File: config.mk
export PLATFORM = sky130hd
export DESIGN_NAME = bin2bcd_stream
export DESIGN_NICKNAME = d
export VERILOG_FILES = /design/src/rtl/bcd_pkg.sv /design/src/rtl/bcd_add3.sv /design/src/rtl/bin2bcd_stream.sv
export SDC_FILE = /design/constraint.sdc
export NUM_CORES = 1
export LEC_CHECK = 0
export BUFFER_PORTS_ARGS = -buffer_cell sky130_fd_sc_hd__buf_2
export CORE_MARGIN = 10
export CORE_UTILIZATION = 56
export DETAILED_ROUTE_END_ITERATION = 10
export HOLD_SLACK_MARGIN = 0.1
export PLACE_DENSITY = 0.8
export REMOVE_ABC_BUFFERS = 1
export SYNTH_ARGS = -nofsm -noshare
export SYNTH_HDL_FRONTEND = slang
export SYNTH_SLANG_ARGS = --single-unit
File: constraint.sdc
create_clock -name clk -period 2.23 [get_ports clk]
set_input_delay 0.1115 -clock clk [delete_from_list [all_inputs] [get_ports clk]]
set_output_delay 0.1115 -clock clk [all_outputs]
set_load 0.05 [all_outputs]
File: src/rtl/bcd_pkg.sv
// rtl/bcd_pkg.sv - shared state encoding for the binary-to-BCD stream converter
package bcd_pkg;

  typedef enum logic [1:0] {
    IDLE = 2'd0,
    BUSY = 2'd1,
    HOLD = 2'd2
  } state_t;

endpackage

File: src/rtl/bcd_add3.sv
// rtl/bcd_add3.sv - double-dabble digit correction: add 3 when the digit exceeds 4
module bcd_add3 (
  input  logic [3:0] d,
  output logic [3:0] q
);

  assign q = (d > 4'd4) ? d + 4'd3 : d;

endmodule

File: src/rtl/bin2bcd_stream.sv
// rtl/bin2bcd_stream.sv - sequential binary to packed-BCD converter with valid/ready handshakes
module bin2bcd_stream
  import bcd_pkg::*;
#(
  parameter int BIN_W  = 32,
  parameter int DIGITS = 10,
  parameter int SIGNED = 0
) (
  input  logic                clk,
  input  logic                rst_n,
  input  logic                in_valid,
  output logic                in_ready,
  input  logic [BIN_W-1:0]    din,
  output logic                out_valid,
  input  logic                out_ready,
  output logic [4*DIGITS-1:0] bcd,
  output logic                neg,
  output logic                ovf,
  output logic [DIGITS-1:0]   lz_mask
);

  localparam int CNT_W = $clog2(BIN_W + 1);
  localparam int BCD_W = 4 * DIGITS;

  state_t             state;
  logic [BIN_W-1:0]   mag;
  logic [CNT_W-1:0]   cnt;
  logic [BCD_W-1:0]   adj;
  logic [BCD_W-1:0]   bcd_next;
  logic               shout;
  logic [DIGITS-1:0]  lz_next;
  logic               zero_above;
  logic               din_neg;
  logic [BIN_W-1:0]   din_mag;

  // Two's complement negate also covers -2^(BIN_W-1): it maps onto itself as an unsigned value.
  assign din_neg = (SIGNED != 0) && din[BIN_W-1];
  assign din_mag = din_neg ? (~din + BIN_W'(1)) : din;

  for (genvar g = 0; g < DIGITS; g++) begin : g_digit
    bcd_add3 u_add3 (
      .d (bcd[4*g +: 4]),
      .q (adj[4*g +: 4])
    );
  end

  // Whatever leaves the top digit is lost magnitude, hence overflow.
  assign {shout, bcd_next} = {adj, mag[BIN_W-1]};

  always_comb begin
    lz_next    = '0;
    zero_above = 1'b1;
    for (int i = DIGITS - 1; i >= 1; i--) begin
      zero_above = zero_above & (bcd_next[4*i +: 4] == 4'd0);
      lz_next[i] = zero_above;
    end
  end

  always_ff @(posedge clk or negedge rst_n) begin
    if (!rst_n) begin
      state     <= IDLE;
      in_ready  <= 1'b1;
      out_valid <= 1'b0;
      mag       <= '0;
      cnt       <= '0;
      bcd       <= '0;
      neg       <= 1'b0;
      ovf       <= 1'b0;
      lz_mask   <= '0;
    end else begin
      case (state)
        IDLE: begin
          if (in_valid) begin
            mag      <= din_mag;
            neg      <= din_neg;
            bcd      <= '0;
            ovf      <= 1'b0;
            lz_mask  <= '0;
            cnt      <= CNT_W'(BIN_W);
            in_ready <= 1'b0;
            state    <= BUSY;
          end
        end
        BUSY: begin
          bcd <= bcd_next;
          mag <= mag << 1;
          ovf <= ovf | shout;
          cnt <= cnt - CNT_W'(1);
          if (cnt == CNT_W'(1)) begin
            lz_mask   <= lz_next;
            out_valid <= 1'b1;
            state     <= HOLD;
          end
        end
        HOLD: begin
          if (out_ready) begin
            out_valid <= 1'b0;
            in_ready  <= 1'b1;
            state     <= IDLE;
          end
        end
        default: begin
          out_valid <= 1'b0;
          in_ready  <= 1'b1;
          state     <= IDLE;
        end
      endcase
    end
  end

endmodule

* Yosys cells after proc, flatten, opt, wreduce, memory -nomap -nowiden
Index checks and enable logic that the tools add are counted.
** Word-level totals
- Memory bits (read-only) :: 0
- Memories :: 0
- Logic and storage cells :: 92
- Memory bits (writable) :: 0
- Flip-flop bits (word level) :: 93
- Bits in latches :: 0
** Operators by class
- Multipliers :: 0
- Reductions and logical operators :: 16
- $add $sub $neg :: 11
- Magnitude comparators :: 10
- Mux-type cells :: 30
- Div/mod/pow operators :: 0
- Shifts and indexed selects :: 0
- Equality and inequality tests :: 6
- Bitwise operators :: 11
** Operators by type and width (count)
- $pmux W40 S2 :: 1
- $pmux W32 S2 :: 1
- $add A4 B2 Y4 const B :: 10
- $gt A4 B3 Y1 const B :: 10
- $mux W4 :: 10
- $mux W40 :: 1
- $logic_not A4 Y1 :: 9
- $mux W32 :: 1
- $mux W10 :: 2
- $pmux W10 S2 :: 1
- $pmux W6 S2 :: 1
- $reduce_and A3 Y1 :: 4
- $and A1 B1 Y1 :: 8
- $eq A6 B1 Y1 const B :: 1
- $mux W2 :: 3
- $mux W6 :: 1
- $ne A2 B2 Y1 const B :: 3
- $pmux W1 S3 :: 2
- $pmux W2 S3 :: 1
- $sub A6 B1 Y6 const B :: 1
- $mux W1 :: 4
- $eq A2 B1 Y1 const B :: 1
- $eq A2 B2 Y1 const B :: 1
- $logic_not A2 Y1 :: 1
- 5 further kinds :: 6

* Depth between registers and ports, before layout
- Depth after elaboration :: 13
- Depth in mapped cells :: 9
- Depth with buffers taken out :: 8

* By module
Synthesis repeated with hierarchy kept, for this count alone.
** Unflattened totals
- Cells, all modules :: 480
- Area total of the unflattened synthesis :: 4812.1 um^2
** Modules (own cells, without submodules)
- bin2bcd_stream :: area an instance 3773.6 um^2, times used 1, cells an instance 330
- bcd_add3 :: area an instance 103.8 um^2, times used 10, cells an instance 15

* Worst setup path after synthesis
No wires, ideal clock.
- Path type :: register -> register
- Start :: register bcd[36]
- End :: register lz_mask[3]
- Required time :: 2.163 ns
- Clock period less this slack :: 2.324 ns
- Data arrival time :: 2.257 ns
- Setup slack :: -0.094 ns
- Stages on the path, launching flop included :: 9
- Path through :: dfrtp_1 -> inv_1 -> ha_1 -> nor2b_1 -> o211a_1 -> o2111ai_1 -> nor4_4 -> and2_4 -> a22o_1
** Between the ends
- Longest elaborated chain between the ends :: 11
- Elaborated cells on any way between the ends :: 12
- Those cells by class :: add/sub: 1; order compare: 1; mux: 3; bitwise: 6; reduce/logical: 1
** RTL lines
- from (decl) :: RTL line bin2bcd_stream.sv:16 : output logic [4*DIGITS-1:0] bcd,
- from (signal assigned) :: RTL line bin2bcd_stream.sv:85 : bcd <= bcd_next;
- $add A4 B2 Y4 / $gt A4 B3 Y1 (equally long branches) :: RTL line bcd_add3.sv:7 : assign q = (d > 4'd4) ? d + 4'd3 : d;
- $mux W4 * :: RTL line bcd_add3.sv:7
- $logic_not A4 Y1 * :: RTL line bin2bcd_stream.sv:54 : zero_above = zero_above & (bcd_next[4*i +: 4] == 4'd0);
- $and A1 B1 Y1 * (6 in series) :: RTL line bin2bcd_stream.sv:54
- $mux W10 * :: RTL line bin2bcd_stream.sv:89 : if (cnt == CNT_W'(1)) begin
- $pmux W10 S2 * :: RTL line bin2bcd_stream.sv:71 : case (state)
- to (signal assigned) :: RTL line bin2bcd_stream.sv:90 : lz_mask <= lz_next;
- to (decl) :: RTL line bin2bcd_stream.sv:19 : output logic [DIGITS-1:0] lz_mask
Mark *: on every way between the ends. The rest lies on a longest branch, timed or not. The select of a mux whose other input is x is not followed.
A chain may end at the register's enable or synchronous reset.

* Worst setup path in the final report
- Start :: register bcd[36]
- End :: register lz_mask[6]
** Between the ends
- Longest elaborated chain between the ends :: 8
- Elaborated cells on any way between the ends :: 9
- Those cells by class :: add/sub: 1; order compare: 1; mux: 3; bitwise: 3; reduce/logical: 1
** RTL lines (RTL line)
- $add A4 B2 Y4 / $gt A4 B3 Y1 (equally long branches) :: bcd_add3.sv:7
- $mux W4 * :: bcd_add3.sv:7
- $logic_not A4 Y1 * :: bin2bcd_stream.sv:54
- $and A1 B1 Y1 * (3 in series) :: bin2bcd_stream.sv:54
- $mux W10 * :: bin2bcd_stream.sv:89
- $pmux W10 S2 * :: bin2bcd_stream.sv:71
Marks and branches as above.

==> summary.txt <==
Synthesis
  – Syn Inst Count: 537
  – Yosys reg bits: 92
  – Synth area leaders: dfrtp_1 46%, o21ai_0 6.5%, a21oi_1 5.5%
  – Post-synthesis async set-or-reset flop share: 1.000
  – Ys Warns: 0
  – Post-synth cell types: 54
  – Largest area contributor in the netlist: dfrtp_1
  – Post-Syn Area: 4989 um^2
  – Sequential share of the synthesized area: 0.4618
  – Synth top cells by count: 91 x dfrtp_1, 65 x o21ai_0, 55 x a21oi_1, 53 x nand2_1, 31 x inv_1
  – Syn avg cell area: 9.290 um^2
  – Synth top area share: 0.4565
  – Most common cell in the synthesized netlist: dfrtp_1
  – Synth Flop Type: dfrtp_1
  – EDFF count, synth: 0

Power
  – Share of power burned in registers: 0.326
  – Maximum VDD drop: 670.3 uV
  – Sw Share: 0.5003
  – Clock share of power: 0.108
  – Leak pwr: 2.874 nW
  – Internal power: 4.522 mW
  – Power Dens Cells: 1563 nW/um^2
  – Sw power: 4.527 mW
  – Comb pwr share: 0.567

STA
  – Final hold vios: 0
  – Slew HR: 0.6189
  – Finish-stage setup viols: 0
  – Setup ws final: 0.2011 ns
  – Period utilization: 0.9098
  – Minimum clock period: 2.029 ns
  – Fmax: 492.9 MHz
  – Hold_ws: 0.1526 ns
  – Worst slew pin tran: 0.5716 ns
  – Setup Skew: 0.01527 ns
  – Fin. max-slew vios: 0
  – RSZ-0062 raised after global routing: no

Worst hold path
  – Type of the tightest min-delay check: input port to flip-flop
  – Hold Startpoint: din[23]
  – Hold path cells: 4

Clocking
  – CTS H-tree lvls: 3
  – Clk Latency, worst-skew pair: 0.36 ns
  – Clk buf depth: 2
  – CTS tree: built
  – CTS Root Cell: clkbuf_8
  – CTS buffer count: 9
  – Sink Count: 92
  – Clock slew at reported path FFs: 0.09 ns

Run status
  – Outcome: completed

Worst setup path
  – CP Data Required Time: 2.53 ns
  – Crit Path Class: flip-flop to flip-flop
  – Reg-to-reg startpoint: bcd[36]
  – Largest stage delay on the critical path: 0.43 ns
  – Crit path from: bcd[36]
  – CP cell instances: inv_1 -> ha_1 -> nor2b_2 -> o211a_1 -> o2111ai_2 -> nor4b_2 -> a22o_1
  – Crit path launch type: flip-flop
  – R2R depth: 7
  – CP Max Fanout: 5
  – Worst setup EP type: flip-flop
  – Worst EP arrival: 2.33 ns
  – Slowest-stage cell, CP: dfrtp_1

Placed design
  – Pre-CTS WS: 0.08725 ns
  – DPL Wire Length: 8683 um
  – Inst Count DP: 717
  – PortBufs: 87
  – Routability cong.: 0.8426

Floorplan
  – Die W: 114.4 um
  – Core ar.: 8678 um^2
  – Die span in y: 114.4 um
  – # IOs: 90
  – Die Area: 13080 um^2
  – Rows: 34
  – Initial core utilization: 0.5748

Global routing
  – Largest net degree at the start of global routing: 67
  – Gr usage total: 0.1892
  – Congestion Overflow GR: 0
  – Vias in the first global route: 4377
  – First-pass GRT wire length: 20590 um
  – Initial antenna violation count: 0

Drt
  – Pre-Repair DR Iteration Count: 5
  – Initial drt markers: 230
  – Total wire length: 12200 um
  – Vias: 4316
  – DRT antenna net count: 0
  – DR WL/cell: 16.57 um
  – DRC: 0
  – Post-DR vias/cell: 5.864

Cells and area
  – Cell Count, Final, Fillers Out: 736
  – Fraction of layout cells with a size suffix above 1: 0.2150
  – # fillers: 707
  – Synthesis-to-finish area growth: 16.03%
  – Final net count: 677
  – Antenna cells: 0

Job
  – Max-Cap Viols: 0
cells by family after synthesis:
logic type                 share of synthesized area
adders and majority gates                    0.04013
muxes                                        0.01881
and+or+nand+nor                               0.1946
AOI/OAI and AO/OA                             0.2127
xor gates and xnor gates                     0.01931
other                                      0.0007517
buffers and inverters                        0.05192
DFF                                           0.4618
power by group through the flow:
stage / logic (mW) / clock network, mW / registers [mW]
6_report: 5.13 / 0.975 / 2.95
5_1_grt: 5.65 / 1.07 / 3.05
4_1_cts: 5.06 / 0.999 / 2.93
3_5_place_dp: 5.04 / 0 / 2.96
3_3_place_gp: 4.87 / 0 / 2.91
2_1_floorplan: 2.60 / 0 / 4.02
per-stage QoR:
| step | area, um^2 | utilization | total power [mW] | setup TNS, ns |
|---|---|---|---|---|
| 2_1_floorplan | 4850 | - | 6.621 | -22.17 |
| 3_3_place_gp | 5558 | 0.6404 | 7.784 | 0 |
| 3_5_place_dp | 5558 | 0.6404 | 7.997 | 0 |
| 4_1_cts | 5746 | 0.6621 | 8.987 | 0 |
| 5_1_grt | 5788 | 0.6670 | 9.763 | 0 |
| 6_report | 5788 | 0.6670 | 9.049 | 0 |
sequential cells by signal (all words and copies together), names as in the netlist:
register and flops:
in_ready 1, state 2, cnt 6, ovf 1
bcd 40, out_valid 1, mag 32, lz_mask 9
area by class of cell:
cell class                 instances  area [um^2]  area share
timing repair buffer             108        615.6      0.1064
inverter                          31        116.4     0.02010
clock buffer                      12        145.1     0.02508
multi-input combinational        383         2460      0.4250
clock inverter                     2        12.51    0.002162
sequential                        92         2303      0.3980
tap                              108        135.1     0.02335
cell usage in the layout, fill, tap and decap left out, drive strengths merged, types with 2 or more instances in the layout:
| cell | Yosys | layout |
|---|---|---|
| nand2 | 53 | 53 |
| nand2b | 7 | 7 |
| or4 | 2 | 2 |
| buf | 4 | 105 |
| nand3 | 4 | 4 |
| nor2b | 9 | 9 |
| o211a | 2 | 2 |
| nand4 | 4 | 4 |
| clkbuf | 28 | 12 |
| o31ai | 6 | 6 |
| o22ai | 20 | 20 |
| mux2i | 9 | 9 |
| nand3b | 2 | 2 |
| nor2 | 28 | 28 |
| dfrtp | 91 | 91 |
| a32o | 6 | 6 |
| a31oi | 2 | 2 |
| inv | 31 | 31 |
| o31a | 2 | 2 |
| conb | 1 | 2 |
| nor3 | 7 | 7 |
| xnor2 | 11 | 11 |
| o311ai | 2 | 2 |
| a21o | 3 | 3 |
| ha | 16 | 16 |
| and3b | 30 | 30 |
| o21ai | 70 | 70 |
| a22o | 7 | 7 |
| and2 | 3 | 3 |
| a21oi | 55 | 55 |
| dlygate4sd3 | 0 | 3 |
| nor4 | 8 | 8 |
per-layer routing:
| metal | part of all wire | up-vias | track usage |
|---|---|---|---|
| li1 | - | 2091 | - |
| met1 | 0.43 | 2063 | 0.2387 |
| met4 | 0.017 | 0 | 0.06850 |
| met2 | 0.48 | 142 | 0.3107 |
| met5 | 0 | - | 0 |
| met3 | 0.064 | 20 | 0.04193 |
critical path, delay by kind of cell, from the launching register on:
kind | cells | cell delay [ns]
AND/OR/NAND/NOR | 2 | 0.60
AO/OA/AOI/OAI | 3 | 0.58
flip-flops | 1 | 0.43
adder cells (fa/ha/maj) | 1 | 0.25
buffers and inverters | 1 | 0.13
what timing repair did:
item	4_1_cts	5_1_grt
hold buffers	3	0
setup buffers	0	2
endpoints found under the hold margin	42	0
gates resized for setup	0	8
endpoints found under the setup margin	0	8
final timing paths:
kind,slack (ns),endpoint
setup / recovery,0.20,lz_mask[6]
hold / removal,0.15,mag[23]
setup reg to reg,0.20,lz_mask[6]
hold reg to reg,0.48,cnt[4]
max in group asynchronous,1.26,cnt[2]
min in group asynchronous,0.28,bcd[24]
Power figures use the tool's default switching activity.
